--- src/rtl/vga_pkg.sv ---
// vga_pkg: shared 640x480@60 timing defaults and centred-coordinate helper
package vga_pkg;
  localparam int H_ACTIVE = 640;
  localparam int H_FP = 16;
  localparam int H_SYNC = 96;
  localparam int H_BP = 48;
  localparam int V_ACTIVE = 480;
  localparam int V_FP = 10;
  localparam int V_SYNC = 2;
  localparam int V_BP = 33;
  localparam int H_TOTAL = H_ACTIVE + H_FP + H_SYNC + H_BP;
  localparam int V_TOTAL = V_ACTIVE + V_FP + V_SYNC + V_BP;
  localparam int COORD_W = 10;
  localparam int H_CENTRE = H_ACTIVE / 2;
  localparam int V_CENTRE = V_ACTIVE / 2;
  function automatic logic [COORD_W-1:0] centre(input logic [COORD_W-1:0] cnt, input int half);
    return cnt - half[COORD_W-1:0];
  endfunction
endpackage

--- src/rtl/pix_delay_line.sv ---
// pix_delay_line: enable-gated shift register with a loadable reset value
module pix_delay_line #(
  parameter int W = 3,
  parameter int DEPTH = 2
) (
  input  logic         clk,
  input  logic         rst,
  input  logic         en,
  input  logic [W-1:0] rst_val,
  input  logic [W-1:0] din,
  output logic [W-1:0] dout
);
  logic [W-1:0] sr_q [DEPTH];
  logic [W-1:0] sr_d [DEPTH];
  always_comb begin
    sr_d[0] = en ? din : sr_q[0];
    for (int i = 1; i < DEPTH; i++) sr_d[i] = en ? sr_q[i-1] : sr_q[i];
  end
  always_ff @(posedge clk) begin
    if (rst) for (int i = 0; i < DEPTH; i++) sr_q[i] <= rst_val;
    else sr_q <= sr_d;
  end
  assign dout = sr_q[DEPTH-1];
endmodule

--- src/rtl/vga_centered_timing.sv ---
// vga_centered_timing: VGA sync plus centred coordinates, each pixel spanning two clk cycles
module vga_centered_timing
  import vga_pkg::*;
#(
  parameter int   H_ACTIVE = vga_pkg::H_ACTIVE,
  parameter int   H_FP = vga_pkg::H_FP,
  parameter int   H_SYNC = vga_pkg::H_SYNC,
  parameter int   H_BP = vga_pkg::H_BP,
  parameter int   V_ACTIVE = vga_pkg::V_ACTIVE,
  parameter int   V_FP = vga_pkg::V_FP,
  parameter int   V_SYNC = vga_pkg::V_SYNC,
  parameter int   V_BP = vga_pkg::V_BP,
  parameter logic SYNC_ACTIVE = 1'b0,
  parameter int   PIPE_DLY = 2
) (
  input  logic               clk,
  input  logic               rst,
  output logic               pix_en,
  output logic [COORD_W-1:0] x_pos,
  output logic [COORD_W-1:0] y_pos,
  output logic               hsync,
  output logic               vsync,
  output logic               display_on,
  output logic               hsync_d,
  output logic               vsync_d,
  output logic               display_on_d,
  output logic               frame_tick,
  output logic [7:0]         frame_cnt
);
  localparam int HT = H_ACTIVE + H_FP + H_SYNC + H_BP;
  localparam int VT = V_ACTIVE + V_FP + V_SYNC + V_BP;
  localparam logic [COORD_W-1:0] H_LAST = COORD_W'(HT - 1);
  localparam logic [COORD_W-1:0] V_LAST = COORD_W'(VT - 1);
  localparam logic [COORD_W-1:0] H_ACT = COORD_W'(H_ACTIVE);
  localparam logic [COORD_W-1:0] V_ACT = COORD_W'(V_ACTIVE);
  localparam logic [COORD_W-1:0] HS_BEG = COORD_W'(H_ACTIVE + H_FP);
  localparam logic [COORD_W-1:0] HS_END = COORD_W'(H_ACTIVE + H_FP + H_SYNC);
  localparam logic [COORD_W-1:0] VS_BEG = COORD_W'(V_ACTIVE + V_FP);
  localparam logic [COORD_W-1:0] VS_END = COORD_W'(V_ACTIVE + V_FP + V_SYNC);
  logic               phase_q, phase_d;
  logic [COORD_W-1:0] hcnt_q, hcnt_d, vcnt_q, vcnt_d;
  logic [7:0]         frame_cnt_q, frame_cnt_d;
  logic               h_last, v_last;
  always_comb begin
    h_last = hcnt_q == H_LAST;
    v_last = vcnt_q == V_LAST;
    phase_d = ~phase_q;
    hcnt_d = phase_q ? (h_last ? '0 : hcnt_q + 1'b1) : hcnt_q;
    vcnt_d = (phase_q && h_last) ? (v_last ? '0 : vcnt_q + 1'b1) : vcnt_q;
    frame_tick = phase_q && h_last && v_last;
    frame_cnt_d = frame_cnt_q + {7'd0, frame_tick};
    hsync = (hcnt_q >= HS_BEG && hcnt_q < HS_END) ? SYNC_ACTIVE : ~SYNC_ACTIVE;
    vsync = (vcnt_q >= VS_BEG && vcnt_q < VS_END) ? SYNC_ACTIVE : ~SYNC_ACTIVE;
    display_on = (hcnt_q < H_ACT) && (vcnt_q < V_ACT);
  end
  always_ff @(posedge clk) begin
    if (rst) begin
      phase_q <= 1'b0;
      hcnt_q <= '0;
      vcnt_q <= '0;
      frame_cnt_q <= '0;
    end else begin
      phase_q <= phase_d;
      hcnt_q <= hcnt_d;
      vcnt_q <= vcnt_d;
      frame_cnt_q <= frame_cnt_d;
    end
  end
  assign pix_en = phase_q;
  assign x_pos = centre(hcnt_q, H_ACTIVE / 2);
  assign y_pos = centre(vcnt_q, V_ACTIVE / 2);
  assign frame_cnt = frame_cnt_q;
  // Shifting only on pix_en makes the delay count in pixel periods, not clk cycles.
  pix_delay_line #(.W(3), .DEPTH(PIPE_DLY)) u_dly (
    .clk(clk),
    .rst(rst),
    .en(phase_q),
    .rst_val({~SYNC_ACTIVE, ~SYNC_ACTIVE, 1'b0}),
    .din({hsync, vsync, display_on}),
    .dout({hsync_d, vsync_d, display_on_d})
  );
endmodule
--- config.mk ---
export PLATFORM = sky130hd
export DESIGN_NAME = vga_centered_timing
export DESIGN_NICKNAME = d
export VERILOG_FILES = /design/src/rtl/vga_pkg.sv /design/src/rtl/pix_delay_line.sv /design/src/rtl/vga_centered_timing.sv
export SDC_FILE = /design/constraint.sdc
export NUM_CORES = 1
export LEC_CHECK = 0
export ABC_CLOCK_PERIOD_IN_PS = 3100
export CAP_MARGIN = 20
export CORE_MARGIN = 2
export CORE_UTILIZATION = 54
export CTS_BUF_LIST = sky130_fd_sc_hd__clkbuf_2 sky130_fd_sc_hd__clkbuf_4 sky130_fd_sc_hd__clkbuf_8
export DETAILED_ROUTE_END_ITERATION = 10
export PLACE_DENSITY = 0.83
export SLEW_MARGIN = 15
export SYNTH_ARGS = -nofsm -noshare
export SYNTH_HDL_FRONTEND = slang
export SYNTH_HIERARCHICAL = 1
export SYNTH_SLANG_ARGS = --single-unit
--- constraint.sdc ---
create_clock -name clk -period 3.1 [get_ports clk]
set_clock_uncertainty 0.2 [all_clocks]
set_input_delay 0.775 -clock clk [delete_from_list [all_inputs] [get_ports clk]]
set_output_delay 0.775 -clock clk [all_outputs]
set_load 0.03 [all_outputs]
[Yosys cells after proc, flatten, opt, wreduce, memory -nomap -nowiden]
Cells that the tools add are included.
Word-level totals
  output and inout port bits: 36
  logic and storage cells: 29
  input bits: 2
  register bits after elaboration: 35
Operators by class
  bitwise operators: 1
  eq/ne operators: 2
  add/subtract/negate cells: 5
  multiplexer cells: 4
  $lt $le $gt $ge: 6
  reductions and logical operators: 5
Operators with widths (number)
  10-bit by 1-bit adder with 10-bit output, second input constant: 2
  10-bit == test, second input constant: 2
  10-bit < comparator, second input constant: 2
  10-bit by 9-bit < comparator with 1-bit output, second input constant: 2
  10-bit two-way mux: 2
  10-bit greater-or-equal comparator, second input constant: 1
  10-bit by 9-bit greater-or-equal comparator with 1-bit output, second input constant: 1
  10-bit by 8-bit subtractor with 10-bit output, second input constant: 1
  10-bit by 9-bit subtractor with 10-bit output, second input constant: 1
  8-bit by 1-bit adder with 8-bit output: 1
  1-bit logical AND: 5
  1-bit two-way mux: 2
  1-bit NOT: 1

[Depth between registers and ports, before layout]
Gate-level depths: netlist of run 1.
  word-level depth: 4
  gate-level depth with buffers: 10
  depth with buffers taken out: 10

[Hierarchy]
Netlist of run 1, hierarchy kept.
By module, submodules not included
  vga_centered_timing: cells each 193, instances 1, area an instance 1696.6 um^2, seq. area each 580.6 um^2
  pix_delay_line: cells each 14, instances 1, area an instance 287.8 um^2, seq. area each 180.2 um^2

[Least setup slack after synthesis of run 1]
Ideal clock, no wire load.
  path kind: register to register
  start point: register vcnt_q[0]
  end point: register frame_cnt_q[7], in the netlist frame_cnt[7]
  cell stages (with the launch flop): 11
  data arrival time: 2.689 ns
  required time: 2.772 ns
  period minus slack after synthesis: 3.017 ns
  library setup time: 0.128 ns
  path buffers: 0
  slack: 0.083 ns
  path through: dfxtp_1 inv_1 ha_1 or4b_1 or3_1 nor2_1 ha_1 and3_1 nand4_1 xor2_1 nor2_1
On the way
  longest elaborated chain between the ends: 3
Ends and longest elaborated chain
  from (decl): RTL line vga_centered_timing.sv:41  | logic [COORD_W-1:0] hcnt_q, hcnt_d, vcnt_q, vcnt_d;
  from (signal assigned): RTL line vga_centered_timing.sv:65  | vcnt_q <= vcnt_d;
  10-bit == test: RTL line vga_centered_timing.sv:46  | v_last = vcnt_q == V_LAST;
  1-bit logical AND: RTL line vga_centered_timing.sv:50  | frame_tick = phase_q && h_last && v_last;
  via frame_tick: RTL line vga_centered_timing.sv:27  | output logic frame_tick,
  8-bit by 1-bit adder with 8-bit output: RTL line vga_centered_timing.sv:51  | frame_cnt_d = frame_cnt_q + {7'd0, frame_tick};
  to (signal assigned): RTL line vga_centered_timing.sv:66  | frame_cnt_q <= frame_cnt_d;
  to (decl): RTL line vga_centered_timing.sv:42  | logic [7:0] frame_cnt_q, frame_cnt_d;
The timed path passes the listed nets, and every way through them passes these cells.
A chain may end at the register's enable or synchronous reset.

[Worst setup path in the final report of run 1]
  start point: register vcnt_q[0]
  end point: output port frame_tick
On the way
  longest elaborated chain between the ends: 2
Ends and longest elaborated chain (RTL line)
  10-bit == test: vga_centered_timing.sv:46
  1-bit logical AND: vga_centered_timing.sv:50
  to (decl): vga_centered_timing.sv:27
No other way between the ends.

==> results of run 1 <==
[cells in the mapped netlist]
| master | instances |
|---|---|
| dfxtp_1 | 29 |
| nor2_1 | 23 |
| xor2_1 | 15 |
| ha_1 | 14 |
| xnor2_1 | 12 |
| inv_1 | 11 |
| nand3_1 | 11 |
| buf_4 | 10 |
| nand2_1 | 9 |
| nand4_1 | 9 |
| edfxtp_1 | 6 |
| mux2_4 | 6 |
| a21oi_1 | 4 |
| o21ai_0 | 4 |
| or3_1 | 4 |
| and3_1 | 3 |
| buf_2 | 3 |
| and2_1 | 2 |
| buf_6 | 2 |
| clkbuf_1 | 2 |
| conb_1 | 2 |
| nand2b_1 | 2 |
| nor3_1 | 2 |
| nor4_1 | 2 |
| o2111ai_1 | 2 |
| o21a_1 | 2 |
| or4_1 | 2 |
| a21oi_2 | 1 |
| a41oi_1 | 1 |
| and3b_1 | 1 |
| and4_1 | 1 |
| nand3b_4 | 1 |
| nor2b_1 | 1 |
| nor4b_1 | 1 |
| o21ba_1 | 1 |
| o21bai_4 | 1 |
| o311ai_0 | 1 |
| o31ai_1 | 1 |
| or2_1 | 1 |
| or4_4 | 1 |
| or4b_1 | 1 |
[per-layer routing]
| layer | global-route usage | vias to the layer above |
|---|---|---|
| met4 | 0.07447 | 0 |
| met5 | 0 | - |
| met1 | 0.2519 | 710 |
| li1 | - | 767 |
| met3 | 0.05208 | 2 |
| met2 | 0.3021 | 53 |
[layout make-up]
cell class              count  area (um2)
clock buffers               6       76.32
clock inverters             2       8.758
fillers                   281        1157
inverters                  11       41.29
multi-input cells         148        1090
flip-flops and latches     35       763.2
well taps                  48       60.06
repair buffers             42       409.1
[repair_timing]
item | in CTS | in global routing
endpoints found under the setup margin | 2 | 3
hold endpoints to repair | 0 | 0
pin swaps | 0 | 0
gates resized for setup | 3 | 5
[metrics by stage]
step,worst slack [ns],std cells
final,0.09220,292
after CTS,0.04618,292
after global routing,0.007254,292
after detailed placement,0.2598,284
after global placement,0.3017,284
after floorplan,0.08327,211
[state kept, by name, summed over array words and instances, names as in the netlist]
| register | cells |
|---|---|
| hcnt_q | 10 |
| frame_cnt | 8 |
| pix_en | 1 |
| u_dly/dout | 3 |
| u_dly/sr_q | 3 |
| vcnt_q | 10 |
[power by group]
part | internal [W] | leakage (nW) | total (W) | switching [W]
Combinational | 0.0000307 | 0.614 | 0.0000674 | 0.0000367
Sequential | 0.000472 | 0.291 | 0.000476 | 0.00000436
Clock | 0.000163 | 0.0460 | 0.000318 | 0.000155
[critical path, stage by stage (launching register included)]
cell and delay, ns:
dfxtp_2 0.35, inv_1 0.08, ha_1 0.14, or4b_1 0.44, or3_4 0.44, nor2_4 0.12, buf_4 0.17
[logic make-up after synthesis]
group | after synthesis
simple gates | 77
flops | 35
buf+inv | 28
xor+xnor | 27
compound gates | 18
fa+ha+maj | 14
mux | 6
other cells | 2
[path summary, 6_finish.rpt]
| check | to | from | depth (start not counted) | slack, ns |
|---|---|---|---|---|
| min | vcnt_q[1] | vcnt_q[1] | 2 | 0.32 |
| max | frame_tick | vcnt_q[0] | 6 | 0.09 |
| max reg2reg | frame_cnt[7] | vcnt_q[0] | 10 | 0.47 |
| min reg2reg | vcnt_q[1] | vcnt_q[1] | 2 | 0.32 |
==> flow_summary_export.csv, run 1 <==
group,metric,value,unit
sta,hold_viol,0,
job,max-cap-violations,0,
floorplan,num_rows,22,
drt,wl,3731,um
clocking,clk_pin_slew,0.07,ns
cells_and_area,fin_area,2449,um2
synthesis,yosysTopAreaCellShare,0.2926,
sta,maxSlewViolCount,0,
outcome,outcome,"finished clean",
placement,gp_congestion,0.7993,
synthesis,synth-seq-cells,35,
sta,rsz0062_at_grt,"false",
floorplan,start_util,0.5503,
critical_path,endpoint_kind,"output port",
cells_and_area,layout_commonest_cell,"clkdlybuf4s50_1",
drt,drtAntennaViolNets,0,
drt,wl_per_cell,12.78,um
cells_and_area,final_util,0.6790,
synthesis,netlist_area,1984,um2
clocking,htree_levels,2,
sta,period_needed,3.008,ns
pwr,p_leak,0.9515,nW
synthesis,yosys.area_share.simple,0.2106,
pwr,finalPower,0.0008622,W
placement,port_buffers,37,
sta,setup_violations,0,
floorplan,dieHeight,64.62,um
cells_and_area,syn_to_final_growth,23.39,%
critical_path,arrival,2.03,ns
pwr,peakVddDrop,0.0001983,V
synthesis,synth_top_family_by_area,"simple AND/OR/NAND/NOR gates",
sta,finalCritPeriodShare,0.9703,
worst_hold_path,min_path_type,"flip-flop to flip-flop",
clocking,cts_root_buf,"clkbuf_8",
sta,whs,0.3170,ns
grt,grt_pass1_wl,6168,um
floorplan,core-area,3606,um2
grt,grt_pass1_vias,1381,
drt,viasPerCell,5.247,
placement,dp_hpwl,2678,um
drt,wl_met1,1748,um
critical_path,crit_type,"flip-flop to output port",
cells_and_area,final_cell_mix,"33 x clkdlybuf4s50_1, 27 x dfxtp_1, 22 x nor2_1",
clocking,numCtsBuffers,5,
drt,wl_met2,1694,um
clocking,cts_tree,"built",
drt,drcViolationCount,0,
clocking,cts_buffer_depth,2,
sta,fmax,332.5,MHz
synthesis,synth.distinct_cells,41,
grt,track_usage,0.1922,
clocking,ctsHoldBuffers,0,
critical_path,required,2.12,ns
drt,wl_met3,244,um
drt,dr.pass1.iters,4,
synthesis,yosysSeqAreaShare,0.3834,
floorplan,die_w,64.62,um
floorplan,io_pins,38,
synthesis,syn_avg_cell_area,9.586,um2
placement,dpl-instance-area,2345,um2
synthesis,synthTopCellsByArea,"dfxtp_1 29%, edfxtp_1 9.1%, ha_1 8.8%, xor2_1 6.6%, xnor2_1 5.3%",
synthesis,yosysTopAreaCell,"dfxtp_1",
clocking,clock_sinks,35,
drt,first_iter_violations,80,
clocking,insertion_delay,0.28,ns
critical_path,critPathLaunchType,"flip-flop",
critical_path,worst-path-max-fanout,6,
synthesis,synthAdderAreaFrac,0.08827,
drt,vias,1532,
cells_and_area,diodes,0,
grt,grt_max_degree,12,
synthesis,synthMuxAreaShare,0.04540,
cells_and_area,layout.nets,259,
synthesis,yosys_warnings,6,
cells_and_area,drive_gt1_frac,0.1107,
pwr,cellPowerDensity,352.1,nW/um2
drt,maxUsedRoutingLayer,"met4",
clocking,post_cts_buffers,0,
synthesis,synth-compound-area-share,0.06810,
synthesis,synthXorXnorAreaFrac,0.1192,
synthesis,syn-instance-count,207,
grt,grt_remaining_overflow,0,
sta,setup_tns,0,ns
floorplan,die-area,4176,um2
grt,antenna_found_initial,0,
Note: power is estimated with default switching activity, not from simulation.
==> run 2, diff against run 1 <==
- CORE_UTILIZATION: 54 -> 61
- DONT_BUFFER_PORTS: not set -> 1
- PLACE_DENSITY: 0.83 -> 0.77
==> flow_summary_export.csv, run 2 (synthesized netlist as in run 1, its figures left out) <==
group,metric,value,unit
drt,wl_met2,2047,um
grt,track_usage,0.2323,
clocking,clock_sinks,35,
sta,maxSlewViolCount,0,
outcome,outcome,"finished clean",
sta,worst_slew_pin_slew,0.8218,ns
cells_and_area,final_util,0.7033,
critical_path,arrival,2.05,ns
drt,dr.pass1.iters,4,
drt,wl_met3,258,um
clocking,cts_tree,"built",
clocking,numCtsBuffers,5,
clocking,cts_buffer_depth,2,
cells_and_area,fin_area,2165,um2
sta,fmax,330.7,MHz
placement,dp_hpwl,2844,um
floorplan,io_pins,38,
critical_path,required,2.12,ns
floorplan,num_rows,20,
critical_path,endpoint_kind,"output port",
cells_and_area,layout_commonest_cell,"dfxtp_1",
worst_hold_path,min_path_type,"input pin to flip-flop",
placement,dp_slack,0.3366,ns
critical_path,crit_type,"flip-flop to output port",
pwr,cellPowerDensity,395.4,nW/um2
grt,grt_pass1_wl,6354,um
grt,grt_max_degree,21,
clocking,ctsHoldBuffers,0,
grt,grt_remaining_overflow,0,
cells_and_area,drive_gt1_frac,0.1735,
critical_path,rrSetupSlack,0.49,ns
placement,gp_congestion,0.8700,
critical_path,critPathLaunchType,"flip-flop",
pwr,comb_power_share,0.051,
sta,period_needed,3.024,ns
pwr,p_int,0.0006604,W
pwr,p_leak,0.8768,nW
drt,wl_per_cell,14.84,um
drt,vias,1453,
sta,fin_ws,0.07597,ns
clocking,cts_root_buf,"clkbuf_4",
sta,hold_viol,0,
pwr,p_sw_frac,0.2284,
floorplan,dieHeight,61.04,um
pwr,power.switching,0.0001955,W
pwr,seqPwrFrac,0.564,
sta,setup_violations,0,
cells_and_area,final_cell_mix,"29 x dfxtp_1, 22 x nor2_1, 16 x buf_4",
clocking,htree_levels,2,
pwr,peakVddDrop,0.0002613,V
placement,dpl-instance-area,2062,um2
clocking,post_cts_buffers,0,
sta,setup_tns,0,ns
floorplan,start_util,0.6447,
critical_path,worst-path-max-fanout,3,
floorplan,die-area,3725,um2
drt,drcViolationCount,0,
pwr,p_clk_frac,0.385,
placement,port_buffers,0,
cells_and_area,syn_to_final_growth,9.080,%
drt,viasPerCell,5.525,
drt,drtAntennaViolNets,0,
drt,wl,3903,um
grt,antenna_found_initial,0,
sta,whs,0.2768,ns
clocking,clk_pin_slew,0.11,ns
drt,first_iter_violations,52,
grt,grt_pass1_vias,1404,
drt,wl_met1,1542,um
floorplan,core-area,3078,um2
clocking,insertion_delay,0.35,ns
cells_and_area,diodes,0,
drt,maxUsedRoutingLayer,"met4",
sta,timing.slew.headroom,0.4516,
sta,finalCritPeriodShare,0.9755,
cells_and_area,layout.nets,234,
floorplan,die_w,61.04,um
sta,rsz0062_at_grt,"false",
job,max-cap-violations,0,
-- run 2: cell count changes in the layout (fill, tap and decap cells not counted), moves of 2 or more --
cell	delta
dfxtp_2	-2
clkdlybuf4s50_1	-33
buf_4	+10
dlymetal6s2s_1	-2
clkbuf_4	+4
dfxtp_1	+2
clkbuf_8	-5
-- run 2: layout make-up --
cell class,instances,area [um2]
Clock buffer,5,37.54
Multi-Input combinational cell,148,1095
Sequential cell,35,760.7
Inverter,11,41.29
Fill cell,249,913.4
Clock inverter,3,43.79
Tap cell,44,55.05
Timing Repair Buffer,17,131.4
-- run 2: path summary, 6_finish.rpt --
kind                       from  depth (start not counted)       endpoint
setup / recovery      vcnt_q[0]                          6     frame_tick
hold / removal              rst                          1         pix_en
setup reg to reg      vcnt_q[0]                         10   frame_cnt[7]
hold reg to reg   u_dly/sr_q[5]                          1  u_dly/dout[2]
-- run 2: power by group through the flow --
| stage | clock network (W) | registers [W] | logic, W |
|---|---|---|---|
| 3_3_place_gp | 0 | 0.000492 | 0.0000426 |
| 4_1_cts | 0.000340 | 0.000483 | 0.0000439 |
| 5_1_grt | 0.000355 | 0.000484 | 0.0000476 |
| 3_5_place_dp | 0 | 0.000493 | 0.0000435 |
| 6_report | 0.000330 | 0.000482 | 0.0000438 |
| 2_1_floorplan | 0 | 0.000496 | 0.0000372 |
-- run 2: worst max-delay path, cell delays in order, from the launching register on --
cell and delay, ns:
dfxtp_1 0.32, inv_1 0.07, ha_1 0.14, or4b_1 0.45
or3_4 0.45, nor2_4 0.13, buf_6 0.14
-- run 2: stage by stage --
step	power (W)	cells
final	0.0008559	263
after floorplan	0.0005334	211
after detailed placement	0.0005366	255
after CTS	0.0008666	263
after global placement	0.0005349	255
after global routing	0.0008860	263
-- run 2: what timing repair did --
item	in CTS	in global routing
resized for setup	2	3
gates cloned	0	0
setup endpoints to repair	1	1
-- run 2: layer usage --
metal | global-route usage | vias up
met5 | 0 | -
met2 | 0.3982 | 44
met1 | 0.2606 | 686
li1 | - | 716
met4 | 0.08385 | 0
met3 | 0.09244 | 7
==> run 3, diff against run 2 <==
- SYNTH_HIERARCHICAL: 1 -> not set
==> flow_summary_export.csv, run 3 <==
group,metric,value,unit
drt,first_iter_violations,92,
critical_path,rrSetupSlack,0.64,ns
drt,wl_per_cell,14.93,um
synthesis,synth-async-reset-ratio,0,
clocking,cts_resized,0,
critical_path,ff2ff_path_depth,9,
clocking,htree_levels,2,
worst_hold_path,min_path_type,"input pin to flip-flop",
synthesis,yosysTopAreaCell,"dfxtp_1",
drt,maxUsedRoutingLayer,"met4",
synthesis,synth_nets,231,
cells_and_area,drive_gt1_frac,0.1545,
grt,antenna_found_initial,0,
floorplan,die-area,3644,um2
cells_and_area,diodes,0,
pwr,cellPowerDensity,406.6,nW/um2
placement,port_buffers,0,
clocking,numCtsBuffers,5,
cells_and_area,nFillCells,247,
critical_path,crit_type,"flip-flop to output port",
worst_hold_path,hold_depth,1,
critical_path,arrival,1.94,ns
floorplan,dieHeight,60.37,um
cells_and_area,multiInputGateArea,1067,um2
cells_and_area,syn_to_final_growth,7.489,%
clocking,clock_sinks,35,
grt,grt_pass1_vias,1530,
critical_path,required,2.12,ns
sta,maxSlewViolCount,0,
sta,setup_tns,0,ns
worst_hold_path,hold_end,"pix_en",
grt,grt_max_degree,20,
cells_and_area,ff_latch_area,701.9,um2
floorplan,start_util,0.6401,
clocking,insertion_delay,0.34,ns
drt,drcViolationCount,0,
sta,finalCritPeriodShare,0.9402,
floorplan,die_w,60.37,um
synthesis,synth-seq-cells,35,
sta,fin_ws,0.1853,ns
grt,grt_pass1_wl,6637,um
clocking,ctsHoldBuffers,0,
synthesis,syn_avg_cell_area,8.973,um2
floorplan,num_rows,20,
drt,wl_met1,1676,um
floorplan,core-area,3028,um2
drt,wl_met3,227,um
sta,setup_violations,0,
synthesis,syn-instance-count,216,
clocking,post_cts_buffers,0,
cells_and_area,layout_commonest_cell,"dfxtp_1",
synthesis,yosysSeqAreaShare,0.3615,
synthesis,netlist_area,1938,um2
clocking,cts_tree,"built",
synthesis,ys.flop_type,"dfxtp_1",
grt,track_usage,0.2490,
synthesis,synth_most_common_cell,"dfxtp_1",
sta,timing.slew.headroom,0.5335,
synthesis,synth.distinct_cells,41,
cells_and_area,final_cell_mix,"34 x dfxtp_1, 27 x nor2_1, 18 x xnor2_1",
drt,wl,3941,um
drt,drtAntennaViolNets,0,
drt,wl_met2,1949,um
critical_path,regToRegStartpoint,"hcnt_q[7]",
sta,hold_viol,0,
sta,worst_slew_pin_slew,0.6947,ns
critical_path,endpoint_kind,"output port",
sta,period_needed,2.915,ns
clocking,cts_root_buf,"clkbuf_4",
synthesis,yosysTopAreaCellShare,0.3615,
pwr,peakVddDrop,0.0002695,V
drt,vias,1495,
synthesis,yosys_warnings,0,
drt,viasPerCell,5.663,
clocking,clk_pin_slew,0.11,ns
job,max-cap-violations,0,
sta,fmax,343.1,MHz
synthesis,synthTopCellsByArea,"dfxtp_1 36%, ha_1 8.4%, xnor2_1 8.1%, nor2_1 5.2%, xor2_1 4.5%",
placement,gp_congestion,0.9456,
placement,dp_slack,0.4305,ns
placement,dp_hpwl,2912,um
worst_hold_path,min_from,"rst",
drt,dr.pass1.iters,4,
outcome,outcome,"finished clean",
critical_path,critPathLaunchType,"flip-flop",
synthesis,synth_top_cells_by_count,"35 x dfxtp_1, 27 x nor2_1, 18 x xnor2_1",
critical_path,crit_start,"hcnt_q[7]",
critical_path,worst-path-max-fanout,6,
cells_and_area,layout.nets,234,
sta,rsz0062_at_grt,"false",
pwr,p_leak,0.8143,nW
floorplan,io_pins,38,
clocking,cts_buffer_depth,2,
grt,grt_remaining_overflow,0,
synthesis,synth_edf_count,0,
critical_path,r2r-end,"frame_cnt[6]",
-- run 3: worst max-delay path: stages (launching register included) --
cell	delay (ns)
dfxtp_1	0.37
inv_1	0.11
ha_1	0.27
nand4b_1	0.24
nor4_2	0.39
buf_4	0.22
-- run 3: logic make-up (layout without fill, tap and decap cells) --
family,Yosys count,after routing,synth area share
flip-flops,35,35,0.3615
AO/OA/AOI/OAI,18,18,0.07296
XOR/XNOR,28,28,0.1265
buffers and inverters,34,38,0.09102
multiplexers,4,4,0.02066
adder cells (fa/ha/maj),13,13,0.08393
AND/OR/NAND/NOR,84,84,0.2434
-- run 3: cell type report --
cell class	count	area share
Tap cell	44	0.02643
Timing Repair Buffer	16	0.05766
Clock inverter	2	0.01682
Inverter	14	0.02523
Sequential cell	35	0.3369
Multi-Input combinational cell	147	0.5123
Clock buffer	6	0.02462
-- run 3: metrics by stage --
stage | hold WS (ns) | area (um2) | std cells | total power [W] | utilization
2_1_floorplan | 0.2372 | 1944 | 216 | 0.0005077 | -
3_3_place_gp | 0.2574 | 1996 | 256 | 0.0005095 | 0.6591
3_5_place_dp | 0.2804 | 1996 | 256 | 0.0005115 | 0.6591
5_1_grt | 0.2548 | 2083 | 264 | 0.0008771 | 0.6880
4_1_cts | 0.2692 | 2082 | 264 | 0.0008517 | 0.6876
6_report | 0.2809 | 2083 | 264 | 0.0008470 | 0.6880
-- run 3: per-layer routing --
metal / global-route usage / vias to the layer above
li1: - / 731
met1: 0.2675 / 711
met2: 0.4317 / 40
met3: 0.09595 / 13
met4: 0.1143 / 0
met5: 0 / -
-- run 3: power breakdown --
group          internal, W  total [W]  switching [W]  leakage [nW]
clock network     0.000190   0.000346       0.000156        0.0482
registers         0.000456   0.000461     0.00000506         0.284
logic            0.0000138  0.0000400      0.0000262         0.482
-- run 3: how the worst max path moves through the flow --
stage	to	slack [ns]	depth (start not counted)
3_5_place_dp	frame_tick	0.43	6
3_3_place_gp	frame_tick	0.55	6
2_1_floorplan	frame_cnt[5]	0.20	9
6_report	frame_tick	0.19	5
5_1_grt	frame_tick	0.03	6
4_1_cts	frame_tick	0.04	6
